<file path="config.mk">
export PLATFORM = sky130hd
export DESIGN_NAME = denorm_in
export DESIGN_NICKNAME = d
export VERILOG_FILES = /design/src/rtl/denorm_in_pkg.sv /design/src/rtl/denorm_in_shift_add_step.sv /design/src/rtl/denorm_in.sv
export SDC_FILE = /design/constraint.sdc
export NUM_CORES = 1
export LEC_CHECK = 0
export CAP_MARGIN = 10
export CORE_MARGIN = 5
export CORE_UTILIZATION = 55
export CTS_BUF_LIST = sky130_fd_sc_hd__clkbuf_4
export DETAILED_ROUTE_END_ITERATION = 7
export GPL_TIMING_DRIVEN = 0
export PLACE_DENSITY_LB_ADDON = 0.1
export RECOVER_POWER = 50
export SETUP_SLACK_MARGIN = 0.4
export SLEW_MARGIN = 40
export SYNTH_ARGS = -nofsm -noshare
export SYNTH_HDL_FRONTEND = slang
export SYNTH_SLANG_ARGS = --single-unit
</file>
<file path="constraint.sdc">
create_clock -name MHz10 -period 5.9 [get_ports MHz10]
set_input_delay 0.59 -clock MHz10 [delete_from_list [all_inputs] [get_ports MHz10]]
set_output_delay 0.59 -clock MHz10 [all_outputs]
set_load 0.01 [all_outputs]
</file>
<file path="src/rtl/denorm_in_pkg.sv">
`default_nettype none
// ============================================================================
// Module  : denorm_in_pkg
// Purpose : Shared definitions for the shift-add dividend reconstructor.
//           Holds the state encoding and the operand/result width helpers.
//           The divider uses the same width helpers.
// Ports   : (package, none)
// Rev     : 1.0  initial release
// ============================================================================
package denorm_in_pkg;

  // Two-state controller: idle/accepting, or iterating the shift-add loop
  typedef enum logic [0:0] {
    IDLE = 1'b0,
    MULT = 1'b1
  } state_t;

  localparam int unsigned c_Q_W = 8;  // quotient / multiplier width

  // Divisor, remainder and multiplicand width for a given fraction width
  function automatic int unsigned opnd_w(input int unsigned s);
    return s + 8;
  endfunction

  // Reconstructed dividend / accumulator width for a given fraction width
  function automatic int unsigned wide_w(input int unsigned s);
    return s + 16;
  endfunction

endpackage : denorm_in_pkg
`default_nettype wire

</file>
<file path="src/rtl/denorm_in_shift_add_step.sv">
`default_nettype none
// ============================================================================
// Module  : shift_add_step
// Purpose : One combinational iteration of the unsigned shift-add multiply.
//           It conditionally adds the multiplicand into the accumulator on
//           the multiplier LSB, then advances both shift registers.
// Ports   : acc_i/acc_o  accumulator in / next
//           mc_i/mc_o    multiplicand in / next (shifted left by one)
//           qr_i/qr_o    multiplier in / next (shifted right by one)
// Rev     : 1.0  initial release
// ============================================================================
module shift_add_step
  import denorm_in_pkg::*;
#(
  parameter int unsigned W = 24
) (
  input  logic [W-1:0]     acc_i,
  input  logic [W-1:0]     mc_i,
  input  logic [c_Q_W-1:0] qr_i,
  output logic [W-1:0]     acc_o,
  output logic [W-1:0]     mc_o,
  output logic [c_Q_W-1:0] qr_o
);

  // The accumulator is sized so the worst-case sum never carries out
  assign acc_o = qr_i[0] ? (acc_i + mc_i) : acc_i;
  assign mc_o  = mc_i << 1;
  assign qr_o  = qr_i >> 1;

endmodule : shift_add_step
`default_nettype wire

</file>
<file path="src/rtl/denorm_in.sv">
`default_nettype none
// ============================================================================
// Module  : denorm_in
// Purpose : Sequential shift-add reconstructor. It computes
//           dividend = Q*M + R over exactly D iterations. It is the inverse
//           of the non-restoring divider and uses the same en/start/ready
//           handshake.
// Ports   : MHz10       system clock, rising edge
//           rst         asynchronous active-high reset
//           en          block enable; low freezes all state, forces ready=0
//           start       request, sampled only while ready
//           Q_i[7:0]    quotient (bits [D-1:0] used)
//           M_i[S+7:0]  divisor / multiplicand
//           R_i[S+7:0]  remainder
//           dividend_o  reconstructed dividend, held until next completion
//           valid       one-cycle pulse marking a new dividend_o
//           ready       en && idle (combinational)
// Rev     : 1.0  initial release
// ============================================================================
module denorm_in
  import denorm_in_pkg::*;
#(
  parameter int unsigned S = 8,
  parameter int unsigned D = 8
) (
  input  logic                    MHz10,
  input  logic                    rst,
  input  logic                    en,
  input  logic                    start,
  input  logic [c_Q_W-1:0]        Q_i,
  input  logic [opnd_w(S)-1:0]    M_i,
  input  logic [opnd_w(S)-1:0]    R_i,
  output logic [wide_w(S)-1:0]    dividend_o,
  output logic                    valid,
  output logic                    ready
);

  localparam int unsigned c_OP_W   = opnd_w(S);
  localparam int unsigned c_WIDE_W = wide_w(S);
  localparam int unsigned c_EXT_W  = c_WIDE_W - c_OP_W;

  state_t                state_q, state_d;
  logic [c_WIDE_W-1:0]   acc_q, acc_d;
  logic [c_WIDE_W-1:0]   mc_q, mc_d;
  logic [c_Q_W-1:0]      qr_q, qr_d;
  logic [3:0]            i_q, i_d;
  logic [c_WIDE_W-1:0]   dividend_q, dividend_d;
  logic                  valid_q, valid_d;

  logic [c_WIDE_W-1:0]   step_acc;
  logic [c_WIDE_W-1:0]   step_mc;
  logic [c_Q_W-1:0]      step_qr;

  shift_add_step #(
    .W (c_WIDE_W)
  ) u_step (
    .acc_i (acc_q),
    .mc_i  (mc_q),
    .qr_i  (qr_q),
    .acc_o (step_acc),
    .mc_o  (step_mc),
    .qr_o  (step_qr)
  );

  assign ready = en && (state_q == IDLE);

  always_comb begin
    state_d    = state_q;
    acc_d      = acc_q;
    mc_d       = mc_q;
    qr_d       = qr_q;
    i_d        = i_q;
    dividend_d = dividend_q;
    // The valid pulse drops on the next edge even while en is low
    valid_d    = 1'b0;

    if (en) begin
      unique case (state_q)
        IDLE: begin
          if (start) begin
            acc_d   = {{c_EXT_W{1'b0}}, R_i};
            mc_d    = {{c_EXT_W{1'b0}}, M_i};
            qr_d    = Q_i;
            i_d     = 4'(D);
            state_d = MULT;
          end
        end
        MULT: begin
          acc_d = step_acc;
          mc_d  = step_mc;
          qr_d  = step_qr;
          i_d   = i_q - 4'd1;
          // The iteration count is fixed, with no early exit on QR==0, so
          // latency does not depend on the data
          if (i_q == 4'd1) begin
            dividend_d = step_acc;
            valid_d    = 1'b1;
            state_d    = IDLE;
          end
        end
        default: state_d = IDLE;
      endcase
    end
  end

  always_ff @(posedge MHz10 or posedge rst) begin
    if (rst) begin
      state_q    <= IDLE;
      acc_q      <= '0;
      mc_q       <= '0;
      qr_q       <= '0;
      i_q        <= '0;
      dividend_q <= '0;
      valid_q    <= 1'b0;
    end else begin
      state_q    <= state_d;
      acc_q      <= acc_d;
      mc_q       <= mc_d;
      qr_q       <= qr_d;
      i_q        <= i_d;
      dividend_q <= dividend_d;
      valid_q    <= valid_d;
    end
  end

  assign dividend_o = dividend_q;
  assign valid      = valid_q;

endmodule : denorm_in
`default_nettype wire

</file>
==> impl_metrics.toml <==
[worst_setup_path]
crit_path_end = "dividend_o[22]"
critPathMaxFanout = 3
timing.rr.start = "mc_q[0]"
crit_path_start = "mc_q[0]"
cp_data_required_time_ns = 6.25
endpoint_kind = "flip-flop"
timing.critical_path.arrival_ns = 3.20
setup.worst_path.start_class = "flip-flop"
critical_path_class = "flip-flop to flip-flop"
rr_endpoint = "dividend_o[22]"
reg2reg_depth = 11
minimum_setup_slack_among_reg_to_reg_paths_ns = 3.05

[route]
viasPerCell = 6.030
routed_wirelength_mm = 13.50
drt-initial-drc-count = 292
detail_route.first_pass.iterations = 5
detailroute.via_count = 4432
detail_route.wl_per_cell_um = 18.36
drc = 0
ant_nets = 0

[yosys]
synth_area_leader_cell = "sky130_fd_sc_hd__dfrtp_1"
synth.lib_cells_used.distinct = 55
ys.warnings.count = 0
netlist_area_um2 = 5092
synth_largest_type_area_fraction = 0.4226
synthTopCellsByArea = "sky130_fd_sc_hd__dfrtp_1 (42%), sky130_fd_sc_hd__mux2i_1 (8.1%), sky130_fd_sc_hd__o21ai_0 (6.2%)"
synth_async_sr_flop_share = 1.000
synth_sequential_area_ratio = 0.4226
postSynthCellCount = 540
synth_seq_cells = 86
syn_nets = 610
synth-edff-count = 0
post_synth.cell_area_avg_um2 = 9.430
synth_ff_type = "sky130_fd_sc_hd__dfrtp_1"

[die]
fp.dieW_um = 106.2
fp.coreArea_um2 = 9153
num_rows = 35
design.portCount = 70
die-area_um2 = 11280
initial_core_util = 0.5564
die_h_um = 106.2

[grt]
grt_pass1_vias = 4365
wire_length_of_the_first_global_routing_pass_mm = 21.89
number_of_antenna_violations_at_the_first_check_in_global_routing = 0
grt_remaining_overflow = 0
groute.usage.overall = 0.2450
maximum_number_of_pins_on_one_net_before_global_route_repair = 45

[place]
port_buffers = 67
place_hpwl_mm = 10.17
gp_congestion = 0.9202

[pwr]
peakVddDrop_uv = 202.2
p_per_area_nw_per_um2 = 532.3
leakage_uw = 0.002803

[sta]
slew_violations = 43
rsz0062_at_grt = "false"
finalHoldWorstSlack_ns = 0.4923
max_clock_freq_ghz = 0.3507
worst_pin_slew_ns = 1.960
finalSetupViolations = 0
setup_tns_ns = 0
clock_period_minus_final_worst_setup_slack_ns = 2.851
skew_ns = 0.02955
total_count_of_hold_check_failures_in_the_final_report = 0
layout_worst_path_cycle_share = 0.4832
relSlewSlack = -0.3139

[clock_network]
cts_hold_buf = 0
clock-sinks = 86
insertion_delay_ns = 0.46
htree_levels = 3
cts_setup_buffers = 0
numCtsBuffers = 9
clkSlewWorstSetupHoldPaths_ns = 0.15
clockRootBuffer = "sky130_fd_sc_hd__clkbuf_4"
tritoncts = "done"
cts_resized = 0
clock_path_buffers = 2

[layout]
layout-drive-gt1-share = 0.06731
nNetsFinal = 689
layout_overhead_on_the_synthesized_area_pct = 19.68
insertedDiodeCount = 0

[status]
violations_in_the_final_reports = "max-capacitance violations, max-slew violations"
status = "complete, but fails checks"

[job]
max_cap_viol_count = 1

[worst_hold_path]
hold_class = "flip-flop to flip-flop"
## synth_stat cells, types with 5 or more instances
cell type and n:
sky130_fd_sc_hd__a21o_1 13, sky130_fd_sc_hd__a21oi_1 28, sky130_fd_sc_hd__a22o_1 10, sky130_fd_sc_hd__a32o_1 5
sky130_fd_sc_hd__a32oi_1 6, sky130_fd_sc_hd__buf_1 6, sky130_fd_sc_hd__buf_2 6, sky130_fd_sc_hd__clkbuf_1 23
sky130_fd_sc_hd__dfrtp_1 86, sky130_fd_sc_hd__ha_1 25, sky130_fd_sc_hd__inv_1 13, sky130_fd_sc_hd__mux2i_1 41
sky130_fd_sc_hd__nand2_1 72, sky130_fd_sc_hd__nand2b_1 8, sky130_fd_sc_hd__nand3_1 11, sky130_fd_sc_hd__nor2_1 27
sky130_fd_sc_hd__nor2b_1 5, sky130_fd_sc_hd__nor3_1 6, sky130_fd_sc_hd__o21a_1 5, sky130_fd_sc_hd__o21ai_0 63
sky130_fd_sc_hd__o21ai_1 9, sky130_fd_sc_hd__xnor2_1 12, sky130_fd_sc_hd__xor2_1 9
## sequential cells by signal, summed over array words and instances, names as in the netlist
signal / cells
state_q: 1
dividend_o: 24
qr_q: 8
mc_q: 24
valid: 1
i_q: 4
acc_q: 24
## logic make-up after synthesis
logic type,share of synthesized area
AND/OR/NAND/NOR,0.1287
buffers and inverters,0.03784
adder cells (fa/ha/maj),0.06536
flip-flops,0.4226
multiplexers,0.08501
AO/OA/AOI/OAI,0.2243
XOR/XNOR,0.03612
## where the power goes
group | internal [µW] | switching (µW) | total, µW
Combinational | 790 | 1030 | 1820
Sequential | 834 | 196 | 1030
Clock | 174 | 224 | 398
## per-stage QoR
step	total power, µW	cells	utilization	setup slack, ns	area [µm²]
2_1_floorplan	2280	540	-	3.088	5092
3_3_place_gp	2768	718	0.6448	1.706	5902
3_5_place_dp	2836	719	0.6484	2.967	5934
4_1_cts	3235	735	0.6663	3.046	6098
5_1_grt	3494	735	0.6659	2.816	6095
6_report	3244	735	0.6659	3.049	6095
## cell type report
cell class | instances | area [µm²]
flip-flops and latches | 86 | 2152
fillers | 764 | 3058
clock buffers | 9 | 67.56
plain buffers | 36 | 143.9
inverters | 13 | 50.05
clock inverters | 7 | 96.34
multi-input cells | 405 | 2748
repair buffers | 68 | 698.2
well taps | 111 | 138.9
## worst min-delay path by stage
stage,from,end,slack (ns),depth (start not counted)
global route,dividend_o[18],dividend_o[18],0.53,1
CTS,dividend_o[18],dividend_o[18],0.50,1
detailed placement,dividend_o[18],dividend_o[18],0.46,1
finish,dividend_o[21],dividend_o[21],0.49,2
global placement,dividend_o[19],dividend_o[19],0.46,2
floorplan,qr_q[1],qr_q[1],0.45,2
## critical path: stages (launching register included)
cell and delay [ns]:
sky130_fd_sc_hd__dfrtp_1 0.47, sky130_fd_sc_hd__ha_1 0.25, sky130_fd_sc_hd__inv_1 0.07, sky130_fd_sc_hd__fa_1 0.44, sky130_fd_sc_hd__nor2b_4 0.14, sky130_fd_sc_hd__o2111ai_1 0.16, sky130_fd_sc_hd__a21o_1 0.27, sky130_fd_sc_hd__o211ai_2 0.28
sky130_fd_sc_hd__o41ai_4 0.14, sky130_fd_sc_hd__o21ai_2 0.16, sky130_fd_sc_hd__xnor2_1 0.09, sky130_fd_sc_hd__a311oi_1 0.29
## layer usage
metal  routed length (µm)  global-route usage
met1                 5863              0.3341
met3                  960             0.04614
met4                  249             0.06198
met5                    0                   0
met2                 6422              0.4036
## cells in the final DEF (no fill, tap or decap), drive strengths merged, types with 8 or more instances in the layout
cell and n:
clkdlybuf4s50 64, inv 14, nand2 73, a21o 13
xor2 9, buf 12, a21oi 30, mux2i 41
ha 25, clkbuf 34, nand3 11, o21ai 75
nand2b 8, xnor2 12, a22o 10, nor2 27
dfrtp 86
Note: power is estimated with default switching activity, not from simulation.
